===== src/rtl/fp12_pkg.sv =====
// Shared definitions for the fp12 arithmetic blocks: field widths, bias, operand struct and FSM encodings.
// FP12_DIV_ROUND_EN widens the divider quotient by one round bit.
package fp12_pkg;

  localparam int EXP_W  = 4;
  localparam int MANT_W = 7;
  localparam int BIAS   = 7;
  localparam int FP_W   = 1 + EXP_W + MANT_W;

`ifdef FP12_DIV_ROUND_EN
  localparam int Q = MANT_W + 3;
`else
  localparam int Q = MANT_W + 2;
`endif
  localparam int CNT_W = $clog2(Q);

  typedef struct packed {
    logic              sign;
    logic [EXP_W-1:0]  exp;
    logic [MANT_W-1:0] mant;
  } fp12_t;

  localparam logic [1:0] ST_IDLE   = 2'd0;
  localparam logic [1:0] ST_DIVIDE = 2'd1;
  localparam logic [1:0] ST_NORM   = 2'd2;
  localparam logic [1:0] ST_DONE   = 2'd3;

  localparam logic [EXP_W+MANT_W-1:0] FP12_MAX_MAG = '1;

  // Signed exponent constants, EXP_W+2 bits so under/overflow stays visible
  localparam logic signed [EXP_W+1:0] BIAS_S  = (EXP_W+2)'(BIAS);
  localparam logic signed [EXP_W+1:0] EXP_TOP = {2'b00, {EXP_W{1'b1}}};
  localparam logic signed [EXP_W+1:0] EXP_ONE = {{(EXP_W+1){1'b0}}, 1'b1};

endpackage


===== src/rtl/fp12_div_step.sv =====
// One restoring-division step: trial subtract, keep or restore, then shift the partial remainder.
module fp12_div_step
  import fp12_pkg::*;
(
  input  logic [MANT_W+1:0] rem,
  input  logic [MANT_W:0]   div,
  output logic [MANT_W+1:0] rem_next,
  output logic              qbit
);

  logic [MANT_W+1:0] diff;
  logic [MANT_W+1:0] sel;

  assign qbit     = (rem >= {1'b0, div});
  assign diff     = rem - {1'b0, div};
  // sel is always below the divisor, so the shift never loses a set bit
  assign sel      = qbit ? diff : rem;
  assign rem_next = sel << 1;

endmodule


===== src/rtl/fp12_seq_divider.sv =====
// Sequential fp12 divider, one quotient bit per cycle, valid/ready on both sides.
// Define FP12_DIV_ROUND_EN for round-to-nearest-even instead of truncation.
module fp12_seq_divider
  import fp12_pkg::*;
(
  input  logic            clk,
  input  logic            reset,
  input  logic            in_valid,
  output logic            in_ready,
  input  logic [FP_W-1:0] x,
  input  logic [FP_W-1:0] y,
  output logic            out_valid,
  input  logic            out_ready,
  output logic [FP_W-1:0] result,
  output logic [2:0]      flags
);

  logic [1:0]             state;
  fp12_t                  xr;
  fp12_t                  yr;
  logic [MANT_W+1:0]      rem;
  logic [MANT_W+1:0]      rem_next;
  logic                   qbit;
  logic [Q-1:0]           quo;
  logic [CNT_W-1:0]       cnt;
  logic signed [EXP_W+1:0] exp_base;
  logic signed [EXP_W+1:0] exp_v;
  logic [MANT_W-1:0]      mant_v;
  logic                   sign;
  logic [FP_W-1:0]        norm_res;
  logic [2:0]             norm_flags;
`ifdef FP12_DIV_ROUND_EN
  logic                   rnd;
  logic                   sticky;
  logic [MANT_W:0]        mant_sum;
`endif

  assign in_ready  = (state == ST_IDLE);
  assign out_valid = (state == ST_DONE);

  fp12_div_step u_step (
    .rem      (rem),
    .div      ({1'b1, yr.mant}),
    .rem_next (rem_next),
    .qbit     (qbit)
  );

  assign exp_base = $signed({2'b00, xr.exp}) - $signed({2'b00, yr.exp}) + BIAS_S;

  always_comb begin
    exp_v  = exp_base;
    mant_v = quo[Q-2 -: MANT_W];
`ifdef FP12_DIV_ROUND_EN
    rnd    = quo[Q-2-MANT_W];
    sticky = quo[0] | (|rem);
`endif
    // Quotient below 1.0: the leading one sits one bit lower
    if (!quo[Q-1]) begin
      exp_v  = exp_base - EXP_ONE;
      mant_v = quo[Q-3 -: MANT_W];
`ifdef FP12_DIV_ROUND_EN
      rnd    = quo[0];
      sticky = |rem;
`endif
    end
`ifdef FP12_DIV_ROUND_EN
    mant_sum = {1'b0, mant_v} + {{MANT_W{1'b0}}, rnd & (sticky | mant_v[0])};
    mant_v   = mant_sum[MANT_W-1:0];
    if (mant_sum[MANT_W]) exp_v = exp_v + EXP_ONE;
`endif
    sign       = xr.sign ^ yr.sign;
    norm_res   = {sign, exp_v[EXP_W-1:0], mant_v};
    norm_flags = 3'b000;
    if (yr.exp == '0) begin
      norm_res   = {sign, FP12_MAX_MAG};
      norm_flags = 3'b100;
    end else if (xr.exp == '0) begin
      norm_res   = {sign, {(FP_W-1){1'b0}}};
    end else if (exp_v > EXP_TOP) begin
      norm_res   = {sign, FP12_MAX_MAG};
      norm_flags = 3'b010;
    end else if (exp_v < EXP_ONE) begin
      norm_res   = {sign, {(FP_W-1){1'b0}}};
      norm_flags = 3'b001;
    end
  end

  // Special operands still run the full iteration count to keep latency fixed
  always_ff @(posedge clk) begin
    if (reset) begin
      state  <= ST_IDLE;
      xr     <= '0;
      yr     <= '0;
      rem    <= '0;
      quo    <= '0;
      cnt    <= '0;
      result <= '0;
      flags  <= '0;
    end else begin
      case (state)
        ST_IDLE: begin
          if (in_valid) begin
            xr    <= x;
            yr    <= y;
            rem   <= {1'b0, 1'b1, x[MANT_W-1:0]};
            quo   <= '0;
            cnt   <= '0;
            state <= ST_DIVIDE;
          end
        end
        ST_DIVIDE: begin
          rem <= rem_next;
          quo <= {quo[Q-2:0], qbit};
          cnt <= cnt + CNT_W'(1);
          if (cnt == CNT_W'(Q - 1)) state <= ST_NORM;
        end
        ST_NORM: begin
          result <= norm_res;
          flags  <= norm_flags;
          state  <= ST_DONE;
        end
        ST_DONE: begin
          if (out_ready) state <= ST_IDLE;
        end
        default: state <= ST_IDLE;
      endcase
    end
  end

endmodule

===== config.mk =====
export PLATFORM = sky130hd
export DESIGN_NAME = fp12_seq_divider
export DESIGN_NICKNAME = d
export VERILOG_FILES = /design/src/rtl/fp12_pkg.sv /design/src/rtl/fp12_div_step.sv /design/src/rtl/fp12_seq_divider.sv
export SDC_FILE = /design/constraint.sdc
export NUM_CORES = 1
export LEC_CHECK = 0
export ABC_AREA = 1
export CAP_MARGIN = 10
export CORE_ASPECT_RATIO = 1.2
export CORE_MARGIN = 2
export CORE_UTILIZATION = 50
export DETAILED_ROUTE_END_ITERATION = 8
export GPL_TIMING_DRIVEN = 1
export HOLD_SLACK_MARGIN = 0.02
export PLACE_DENSITY = 0.8
export SYNTH_ARGS = -nofsm -noshare
export SYNTH_HDL_FRONTEND = slang
export SYNTH_SLANG_ARGS = --single-unit

===== constraint.sdc =====
create_clock -name clk -period 2.69 [get_ports clk]
set_clock_uncertainty 0.05 [all_clocks]
set_input_delay 0.4035 -clock clk [delete_from_list [all_inputs] [get_ports clk]]
set_output_delay 0.4035 -clock clk [all_outputs]
set_load 0.01 [all_outputs]

# After elaboration in Yosys (flattened, before gate mapping)
# Index checks and enable logic that the tools add are counted.
totals:
  ff_bits: 56
  output_inout_bits: 17
  word_cells: 55
classes:
  addsub: 5
  magnitude_cmp: 3
  eq_ne: 7
  muxes: 21
  bitwise_logic: 1
  reduce_logical: 7
op_table:
  columns: ["operator", "count"]
  rows:
  - ["two-way mux 11 bit", 4]
  - ["one-hot mux 9 bit (2 select lines)", 2]
  - ["two-way mux 9 bit", 2]
  - ["two-way mux 2 bit", 5]
  - [">= comparator 9 x 8 -> 1 bit", 1]
  - ["logical NOT 4 bit", 2]
  - ["two-way mux 8 bit", 1]
  - ["one-hot mux 2 bit (4 select lines)", 1]
  - ["one-hot mux 4 bit (2 select lines)", 1]
  - ["subtractor 8 bit", 1]
  - ["two-way mux 7 bit", 1]
  - ["adder 5 x 4 -> 6 bit, second input constant", 1]
  - ["> comparator 6 x 5 -> 1 bit, second input constant", 1]
  - ["less-than comparator 6 x 2 -> 1 bit, second input constant", 1]
  - ["two-way mux 6 bit", 1]
  - ["subtractor 6 x 2 -> 6 bit, second input constant", 1]
  - ["subtractor 4 x 4 -> 5 bit", 1]
  - ["adder 4 x 1 -> 4 bit, second input constant", 1]
  - ["== test 2 bit, second input constant", 2]
  - ["== test 4 bit, second input constant", 1]
  - ["two-way mux 4 bit", 1]
  - ["inequality test 2 bit, second input constant", 2]
  - ["AND reduction 2 bit", 2]
  - ["two-way mux 3 bit", 1]
  - ["other kinds (7)", 7]

# Depth between registers and ports, before layout
# Gate-level depths: netlist of the first run.
depth:
  ltp_word: 9
  ltp_mapped: 18

# By module
# A second synthesis of the first run with hierarchy kept.
hier_totals:
  hier_cells: 530
  area_unflattened_um2: 3552.2
by_module_without_submodules:
  columns: ["mod", "instances", "cells_each", "area_each_um2"]
  rows:
  - ["fp12_seq_divider", 1, 419, 2886.5]
  - ["fp12_div_step", 1, 111, 665.6]

# Worst setup path before layout of the first run
# No wires, ideal clock.
synth_timing:
  path_type: "reg2reg"
  from: "register xr[7] (netlist name)"
  to: "register result[5]"
  setup_time_ps: 132
  arrival_time_ps: 2308
  required_ps: 2508
  slack_ps: 200
  path_stages_with_launch: 19
  path_buffers: 1
  cell_sequence: "dfxtp_1 inv_1 ha_1 inv_1 fa_1 inv_1 ha_1 inv_1 nand2_2 nand2_4 nor2_4 nand3_2 nor2_2 nor2_4 nand2_4 buf_12 nand2_2 nand3_1 a21oi_1"
synth_between:
  elab_chain_cells: 9
synth_lines:
  columns: ["item", "line_no", "text"]
  rows:
  - ["from (decl)", "fp12_seq_divider.sv:19", "fp12_t xr;"]
  - ["from (signal assigned)", "fp12_seq_divider.sv:92", "xr <= '0;"]
  - ["from (signal assigned)", "fp12_seq_divider.sv:103", "xr <= x;"]
  - ["subtractor 4 x 4 -> 5 bit", "fp12_seq_divider.sv:48", "assign exp_base = $signed({2'b00, xr.exp}) - $signed({2'b00, yr.exp}) + BIAS_S;"]
  - ["adder 5 x 4 -> 6 bit", "fp12_seq_divider.sv:48", null]
  - ["subtractor 6 x 2 -> 6 bit", "fp12_seq_divider.sv:59", "exp_v = exp_base - EXP_ONE;"]
  - ["two-way mux 6 bit", "fp12_seq_divider.sv:58", "if (!quo[Q-1]) begin"]
  - ["less-than comparator 6 x 2 -> 1 bit", "fp12_seq_divider.sv:82", "end else if (exp_v < EXP_ONE) begin"]
  - ["two-way mux 11 bit", "fp12_seq_divider.sv:82", null]
  - ["two-way mux 11 bit", "fp12_seq_divider.sv:79", "end else if (exp_v > EXP_TOP) begin"]
  - ["two-way mux 11 bit *", "fp12_seq_divider.sv:77", "end else if (xr.exp == '0) begin"]
  - ["two-way mux 11 bit *", "fp12_seq_divider.sv:74", "if (yr.exp == '0) begin"]
  - ["to (signal assigned)", "fp12_seq_divider.sv:118", "result <= norm_res;"]
  - ["to (decl)", "fp12_seq_divider.sv:14", "output logic [FP_W-1:0] result,"]
# Every way passes the cells marked *; elsewhere a longest branch is shown, timed or not.
# A chain may end at the register's enable or synchronous reset.

# Worst setup path in the final report of the first run
layout_timing:
  from: "register xr[7] (netlist name)"
  to: "register result[7]"
# Same word-level chain as after synthesis.

==> results of run 1 <==
-- where the power goes --
part	internal (mW)	switching, mW	total (mW)
clock network	0.192	0.305	0.497
registers	1.04	0.136	1.18
logic	1.45	2.36	3.81
-- cell type report --
cell class | count | area (um2)
flip-flops and latches | 56 | 1124
fillers | 557 | 2354
clock buffers | 5 | 68.82
clock inverters | 3 | 27.53
multi-input cells | 324 | 1956
inverters | 51 | 191.4
well taps | 85 | 106.4
repair buffers | 55 | 539.3
-- worst paths after layout --
check | start | end | slack, ps | depth (start not counted)
worst min-delay path | yr[3] | yr[3] | 420 | 2
worst max register to register | xr[7] | result[7] | 110 | 17
worst max-delay path | xr[7] | result[7] | 110 | 17
worst min register to register | yr[3] | yr[3] | 420 | 2
-- kinds of logic (layout without fill, tap and decap cells) --
family / count (synthesis) / after routing / synth area share [%]
AND/OR/NAND/NOR: 169 / 171 / 26.27
buffers and inverters: 68 / 114 / 8.449
flip-flops: 56 / 56 / 34.57
adder cells (fa/ha/maj): 21 / 21 / 8.565
multiplexers: 1 / 1 / 0.3087
XOR/XNOR: 8 / 8 / 2.161
AO/OA/AOI/OAI: 123 / 123 / 19.68
-- worst register-to-register path, delay by kind of cell (launching register included) --
| kind | cells | cell delay, ps |
|---|---|---|
| AOI/OAI and AO/OA | 1 | 140 |
| adders and majority gates | 2 | 590 |
| buffers and inverters | 5 | 500 |
| DFF | 1 | 340 |
| and+or+nand+nor | 9 | 920 |
-- registers in the layout, summed over array words and instances, names as in the netlist --
| signal | cells |
|---|---|
| xr | 5 |
| flags | 3 |
| rem | 9 |
| yr | 12 |
| quo | 9 |
| state | 2 |
| result | 12 |
| cnt | 4 |
-- what timing repair did --
item                       in CTS  in global routing
gates cloned                    1                  1
setup endpoints to repair      10                 11
resized for setup               1                 22
pin swaps                       1                 14
buffers inserted                0                  5
hold buffers                    0                  0
-- cell usage after synthesis (4+ instances only) --
master,n,area (um2)
nand3_2,8,80.08
inv_1,50,187.7
nand2_2,18,112.6
xor2_1,6,52.55
nand4_1,4,25.02
o21ai_0,54,270.3
nor3_1,7,35.03
clkbuf_1,14,52.55
nand3_1,20,100.1
a21oi_1,60,300.3
ha_1,19,237.7
nand2_1,68,255.2
dfxtp_1,56,1121
nand2_4,5,56.30
nor2_1,30,112.6
-- metal layers --
layer	part of all wire [%]	global-route usage, %	vias to the layer above
li1	-	-	1567
met1	41	22.76	1379
met2	52	40.51	88
met3	4.3	4.134	17
met4	2.6	7.440	0
met5	0	0	-
==> key figures, run 1 <==
Status
  • Status: complete, no violations

Timing
  • Final setup viols: 0
  • Worst slew margin: 58.91%
  • Fin crit period: 2580 ps
  • Hold_ws: 422.3 ps
  • FMAX: 387.6 MHz
  • Fin crit share: 95.90%
  • Slew @ Worst Pin: 615.6 ps
  • Total negative slack: 0 ps
  • Post-route setup slack: 110.2 ps
  • Final Hold Viols: 0
  • Fin. max-slew vios: 0

Clock tree
  • CTS buffer count: 5
  • CTS tree: done
  • CTS H-tree depth: 2
  • Clock insertion delay at the later pin of the skew report: 320 ps
  • CTS Root Cell: clkbuf_8
  • Clock-pin slew on the worst setup and hold paths: 110 ps
  • Sink Count: 56
  • Max clock buf depth: 2

Placed design
  • PortBufs: 44
  • DP Cell Count: 564
  • Placed cell areas: 3752 um2
  • Placer congestion estimate: 0.9211
  • Post-Place Setup Slack: -20.84 ps
  • DP Wirelength: 5318 um

Logic synthesis
  • Top_reg_cell synth: dfxtp_1
  • Seq/Total Area, Yosys: 34.57%
  • Syn nets: 495
  • Number of synthesized register bits: 56
  • Post-synth EDFFs: 0
  • Mapped Cells: 446
  • Yosys cell types: 31
  • Mapped cell area: 3243 um2
  • Total of warnings raised by yosys: 0
  • Mean post-synth cell area: 7.272 um2
  • Synth async-reset ratio: 0%

Die
  • Die area: 7149 um2
  • Cell row count: 32
  • Initial Util: 50.94%
  • Core area: 6366 um2
  • # IOs: 45
  • Die H: 92.23 um
  • Die width: 77.52 um

Detailed routing
  • Antenna-violating nets left: 0
  • Drt total wl: 7454 um
  • Initial DRC Count: 112
  • Routed vias: 3051
  • DR pass1 iterations: 4
  • DRC violations left: 0
  • Via density: 5.269
  • Routed length per instance: 12.87 um

Global routing
  • Initial antenna violation count: 0
  • Pin count of the biggest net entering global routing: 32
  • Grt ovf: 0
  • Vias in the first global route: 2917
  • First-pass GRT wire length: 12230 um
  • Global-route usage over all layers: 21.17%

Worst setup path
  • CP Max Fanout: 7
  • CP Data Arrival Time: 2800 ps
  • CP peak stage delay: 440 ps
  • Most frequent CP cell: inv_2
  • Critical path required time: 2910 ps
  • Cell chain of the critical path: inv_2, ha_4, inv_2, fa_2, inv_2, buf_4, nand2_1, nor2_2, nand3_2, nand3_4, nor2_4, nor2_4, buf_12, nand2_8, nand2_8, nand3_1, a21oi_2
  • Setup CP Type: reg -> reg
  • CP delay by family, top: simple AND/OR/NAND/NOR gates
  • CP max stage cell: fa_2
  • Crit path capture type: flip-flop
  • CP bufs+invs: 5
  • Startpoint types: flip-flop

Hold path
  • Hold Crit Class: reg -> reg

Pwr
  • Leakage: 1.664 nW
  • Final Power: 5.489 mW
  • Worst VDD drop: 0.7920 mV
  • PD cells: 1368 nW/um2

Flow run
  • Max cap viols: 0

Final layout
  • Final Cell Area: 4013 um2
  • Final core utilization: 63.03%
  • Layout Cells excl Fill: 579
  • Layout Nets: 542
  • Share of cells above drive strength 1: 15.18%
  • Most common cell after layout, fill and taps aside: nand2_1
  • Commonest non-fill, non-tap cells in the layout: 67 x nand2_1, 56 x a21oi_1, 54 x o21ai_0, 54 x dfxtp_1, 47 x inv_1
  • ANT cells: 0
  • Area Overhead vs Synth: 23.73%
Note: power is estimated with default switching activity, not from simulation.
==> run 2: changes to the inputs <==
Settings changed: CTS_CLUSTER_DIAMETER from default to 60, PLACE_DENSITY 0.8 to 0.77.
Clock period 2.69 ns to 3.15 ns, I/O delays scaled along.
==> run 2 against run 1 <==
Effect of this change:
- die area unchanged
- sequential cell count unchanged
- critical path depth stayed put
- critical endpoint is now result[6]
- highest routed layer unchanged
==> key figures, run 2 (same netlist as run 1, synthesis figures left out) <==
Status
  • Status: complete, no violations

Worst setup path
  • CP Data Arrival Time: 2870 ps (+70 ps)
  • Startpoint types: flip-flop
  • CP max stage cell: fa_1
  • CP Max Fanout: 12 (+5)
  • Cell chain of the critical path: inv_1, ha_1, inv_1, fa_1, inv_1, ha_1, inv_1, nand2_2, nand2_4, nor2_4, nand3_2, nor2_2, nor2_4, nand2_4, nand2_4, nand3_1, a21oi_1
  • Crit path capture type: flip-flop
  • CP bufs+invs: 4 (-1)
  • CP delay by family, top: simple AND/OR/NAND/NOR gates
  • CP peak stage delay: 410 ps (-30 ps)
  • Most frequent CP cell: inv_1
  • Critical path required time: 3310 ps (+400 ps)
  • Setup CP Type: reg -> reg

Timing
  • Total negative slack: 0 ps (unchanged)
  • Fin crit period: 2716 ps (+136.0 ps)
  • Final Hold Viols: 0 (unchanged)
  • FMAX: 368.2 MHz (-5.0%)
  • Final setup viols: 0 (unchanged)
  • Slew @ Worst Pin: 592.9 ps (-22.78 ps)
  • Fin. max-slew vios: 0 (unchanged)
  • Unrepaired setup endpoints after global routing: false
  • Fin crit share: 86.22% (-9.7 points)
  • Worst slew margin: 60.43% (+1.5 points)
  • Hold_ws: 415.3 ps (-6.940 ps)

Pwr
  • Leakage: 1.605 nW (-3.5%)
  • Sw Pwr: 2.026 mW (-28%)
  • Internal power: 2.040 mW (-24%)
  • Final Power: 4.067 mW (-26%)
  • Sw Share: 49.83% (-1.1 points)
  • Sequential Power Share: 24.6% (+3.1 points)
  • PD cells: 1063 nW/um2 (-22%)
  • Logic pwr share: 65.9% (-3.5 points)
  • Clock power share: 9.5% (+0.4 points)
  • Worst VDD drop: 0.6055 mV (-24%)

Die
  • Cell row count: 32 (unchanged)
  • Die H: 92.23 um (unchanged)
  • Die width: 77.52 um (unchanged)
  • Core area: 6366 um2 (unchanged)
  • Die area: 7149 um2 (unchanged)
  • # IOs: 45 (unchanged)
  • Initial Util: 50.94% (unchanged)

Clock tree
  • CTS H-tree depth: 2 (unchanged)
  • Postcts setup bufs: 0 (unchanged)
  • Max clock buf depth: 2 (unchanged)
  • Post-CTS sizing: 0 (-1)
  • Clock-pin slew on the worst setup and hold paths: 100 ps (about the same)
  • Hold Buf Count CTS: 0 (unchanged)
  • Clock insertion delay at the later pin of the skew report: 310 ps (about the same)
  • CTS tree: done
  • CTS buffer count: 5 (unchanged)
  • Sink Count: 56 (unchanged)
  • CTS Root Cell: clkbuf_8

Placed design
  • PortBufs: 44 (unchanged)
  • DP Wirelength: 5226 um (-1.7%)
  • Placer congestion estimate: 0.8500 (-7.7%)
  • DP Cell Count: 562 (-0.35%)

Hold path
  • Hold Crit Class: reg -> reg

Global routing
  • Grt ovf: 0 (unchanged)
  • First-pass GRT wire length: 12110 um (-1.0%)
  • Global-route usage over all layers: 20.13% (-1.0 points)
  • Initial antenna violation count: 0 (unchanged)
  • Vias in the first global route: 2811 (-3.6%)
  • Pin count of the biggest net entering global routing: 32 (unchanged)

Detailed routing
  • Routed length per instance: 11.93 um (-7.3%)
  • Antenna-violating nets left: 0 (unchanged)
  • DR pass1 iterations: 4 (unchanged)
  • Routed vias: 2953 (-3.2%)
  • Drt total wl: 6801 um (-8.8%)
  • DRC violations left: 0 (unchanged)
  • Via density: 5.181 (-1.7%)
  • Initial DRC Count: 123 (+9.8%)

Final layout
  • Most common cell after layout, fill and taps aside: nand2_1
  • Final core utilization: 60.10% (-2.9 points)
  • Layout Cells excl Fill: 570 (-1.6%)
  • Area Overhead vs Synth: 17.98%
  • Share of cells above drive strength 1: 10.52% (-4.7 points)
  • Commonest non-fill, non-tap cells in the layout: 68 x nand2_1, 60 x a21oi_1, 56 x dfxtp_1, 54 x o21ai_0, 50 x inv_1
  • Top Registers: result (12), yr (12)
  • ANT cells: 0 (unchanged)
  • Layout Nets: 533 (-1.7%)

Flow run
  • Max cap viols: 0 (unchanged)
-- run 2: layout make-up --
| class | instances | area, um2 |
|---|---|---|
| clock buffers | 6 | 72.57 |
| clock inverters | 2 | 16.27 |
| fillers | 591 | 2540 |
| inverters | 51 | 191.4 |
| multi-input cells | 322 | 1848 |
| flip-flops and latches | 56 | 1121 |
| well taps | 85 | 106.4 |
| repair buffers | 48 | 470.5 |
-- run 2: path summary, 6_finish.rpt --
| path | startpoint | cells past startpoint | slack [ps] | to |
|---|---|---|---|---|
| worst max register to register | xr[7] | 17 | 430 | result[6] |
| worst min-delay path | yr[3] | 2 | 420 | yr[3] |
| worst min register to register | yr[3] | 2 | 420 | yr[3] |
| worst max-delay path | xr[7] | 17 | 430 | result[6] |
-- run 2: worst reg2reg max path: cells and delay by family (launching register included) --
| kind | cells | cell delay (ps) |
|---|---|---|
| buffers and inverters | 4 | 360 |
| flip-flops | 1 | 320 |
| AND/OR/NAND/NOR | 9 | 990 |
| AO/OA/AOI/OAI | 1 | 80 |
| adder cells (fa/ha/maj) | 3 | 830 |
-- run 2: metal layers --
metal | part of all wire (%) | track usage (%)
met1 | 45 | 23.20
met2 | 50 | 38.41
met3 | 3.5 | 2.953
met4 | 1.8 | 5.060
met5 | 0 | 0
-- run 2: per-stage QoR --
step,area (um2),setup WS [ps]
after floorplan,3243,659.8
after global placement,3737,556.2
after detailed placement,3737,428.4
after CTS,3826,434.3
after global routing,3826,262.2
final,3826,434.2
-- run 2: power by group through the flow --
stage                     Clock, mW  Combinational [mW]  Sequential, mW
after floorplan                   0                2.18            1.02
after global placement            0                2.61            1.01
after detailed placement          0                2.67            1.02
after CTS                     0.401                2.68            1.00
after global routing          0.431                3.03            1.03
final                         0.388                2.68            1.00
==> run 3: changes to the inputs <==
Settings changed: REMOVE_ABC_BUFFERS from default to 1.
==> run 3 against run 2 <==
Effect of this change:
- sequential share of layout area down 0.13 points
- via count about the same
- final cell count down 0.18%
- clock-buffer cell count down 1
- maximum frequency down 0.22%
- combinational power about the same
- critical path depth unchanged
- wire length down 0.47%
- sequential cell count unchanged
- highest routed layer unchanged
- global-route usage up 0.29 points
- critical path type unchanged
==> key figures, run 3 (same netlist as run 1, synthesis figures left out) <==
Status
  • Status: complete, no violations

Timing
  • Hold_ws: 407.1 ps (-8.189 ps)
  • Final Hold Viols: 0 (unchanged)
  • Fin. max-slew vios: 0 (unchanged)
  • Unrepaired setup endpoints after global routing: false
  • Final setup viols: 0 (unchanged)
  • Worst slew margin: 62.73% (+2.3 points)
  • Total negative slack: 0 ps (unchanged)
  • FMAX: 367.4 MHz (-0.22%)
  • Fin crit share: 86.41% (+0.19 points)
  • Fin crit period: 2722 ps (+5.953 ps)
  • Slew @ Worst Pin: 557.4 ps (-35.44 ps)

Die
  • Die H: 92.23 um (unchanged)
  • Initial Util: 50.94% (unchanged)
  • Die width: 77.52 um (unchanged)
  • Cell row count: 32 (unchanged)
  • Die area: 7149 um2 (unchanged)
  • # IOs: 45 (unchanged)
  • Core area: 6366 um2 (unchanged)

Worst setup path
  • CP max stage cell: fa_1
  • Reg2reg path depth: 17 (unchanged)
  • Setup CP Type: reg -> reg
  • CP Max Fanout: 12 (unchanged)
  • Critical path required time: 3300 ps (about the same)
  • Cell chain of the critical path: inv_1, ha_1, inv_1, fa_1, inv_1, ha_1, inv_1, nand2_2, nand2_4, nor2_4, nand3_2, nor2_2, nor2_4, nand2_4, nand2_4, nand3_1, a21oi_1
  • Crit path capture type: flip-flop
  • Startpoint types: flip-flop
  • CP Data Arrival Time: 2870 ps (about the same)
  • Most frequent CP cell: inv_1
  • CP peak stage delay: 410 ps (about the same)

Final layout
  • Area Overhead vs Synth: 18.52%
  • Share of cells above drive strength 1: 10.54% (+0.022 points)
  • Layout Cells excl Fill: 569 (-0.18%)
  • Layout Nets: 534 (+0.19%)
  • ANT cells: 0 (unchanged)
  • Commonest non-fill, non-tap cells in the layout: 68 x nand2_1, 60 x a21oi_1, 56 x dfxtp_1, 54 x o21ai_0, 50 x inv_1
  • Most common cell after layout, fill and taps aside: nand2_1
  • Top Registers: result (12), yr (12)

Clock tree
  • Postcts setup bufs: 0 (unchanged)
  • CTS buffer count: 5 (unchanged)
  • Clock insertion delay at the later pin of the skew report: 300 ps (about the same)
  • Hold Buf Count CTS: 0 (unchanged)
  • CTS tree: done
  • Max clock buf depth: 2 (unchanged)
  • CTS Root Cell: clkbuf_8
  • Post-CTS sizing: 0 (unchanged)
  • Clock-pin slew on the worst setup and hold paths: 100 ps (about the same)
  • Sink Count: 56 (unchanged)
  • CTS H-tree depth: 2 (unchanged)

Detailed routing
  • Routed vias: 2952 (-0.034%)
  • Drt total wl: 6769 um (-0.47%)
  • Initial DRC Count: 151 (+23%)
  • DR pass1 iterations: 4 (unchanged)
  • Routed length per instance: 11.90 um (-0.30%)
  • Via density: 5.188 (+0.14%)
  • DRC violations left: 0 (unchanged)
  • Antenna-violating nets left: 0 (unchanged)

Global routing
  • First-pass GRT wire length: 12080 um (-0.28%)
  • Pin count of the biggest net entering global routing: 32 (unchanged)
  • Global-route usage over all layers: 20.42% (+0.29 points)
  • Vias in the first global route: 2877 (+2.3%)
  • Grt ovf: 0 (unchanged)
  • Initial antenna violation count: 0 (unchanged)

Placed design
  • Placer congestion estimate: 0.8583 (+0.98%)
  • PortBufs: 44 (unchanged)
  • DP Wirelength: 5289 um (+1.2%)
  • DP Cell Count: 563 (+0.18%)

Flow run
  • Max cap viols: 0 (unchanged)

Pwr
  • PD cells: 1082 nW/um2 (+1.8%)
  • Worst VDD drop: 0.5369 mV (-11%)
  • Leakage: 1.619 nW (+0.87%)
  • Final Power: 4.161 mW (+2.3%)

Hold path
  • Worst hold stages: 2 (unchanged)
  • Hold Crit Class: reg -> reg
[run 3: stage by stage]
step                      instance area, um2  worst slack, ps  util, %
after global placement                  3745            540.9    58.82
final                                   3844            428.2    60.38
after global routing                    3844            262.9    60.38
after CTS                               3844            423.1    60.38
after floorplan                         3161            625.4        -
after detailed placement                3745            435.5    58.82
[run 3: final timing paths]
check | start | end | slack, ps
worst max-delay path | xr[7] | result[1] | 430
worst min-delay path | yr[3] | yr[3] | 410
worst max register to register | xr[7] | result[1] | 430
worst min register to register | yr[3] | yr[3] | 410
[run 3: routing by layer]
layer / vias to the layer above / GRT usage, % / routed length (um)
met3: 6 / 3.150 / 144
met4: 0 / 5.952 / 56
li1: 1548 / - / -
met1: 1362 / 23.31 / 2975
met2: 36 / 38.70 / 3592
met5: - / 0 / 0
[run 3: cell type report]
type	instances	area (um2)
clock buffers	5	68.82
clock inverters	1	30.03
fillers	591	2522
inverters	51	191.4
multi-input cells	322	1848
flip-flops and latches	56	1121
well taps	85	106.4
repair buffers	49	478.0
[run 3: report_power, final]
group / switching (mW) / internal, mW
Sequential: 0.110 / 0.890
Combinational: 1.71 / 0.997
Clock: 0.220 / 0.229
[run 3: critical path: cells and delay by family (launching register included)]
kind | cells | cell delay [ps]
AOI/OAI and AO/OA | 1 | 80
adders and majority gates | 3 | 830
buffers and inverters | 4 | 360
DFF | 1 | 320
and+or+nand+nor | 9 | 990
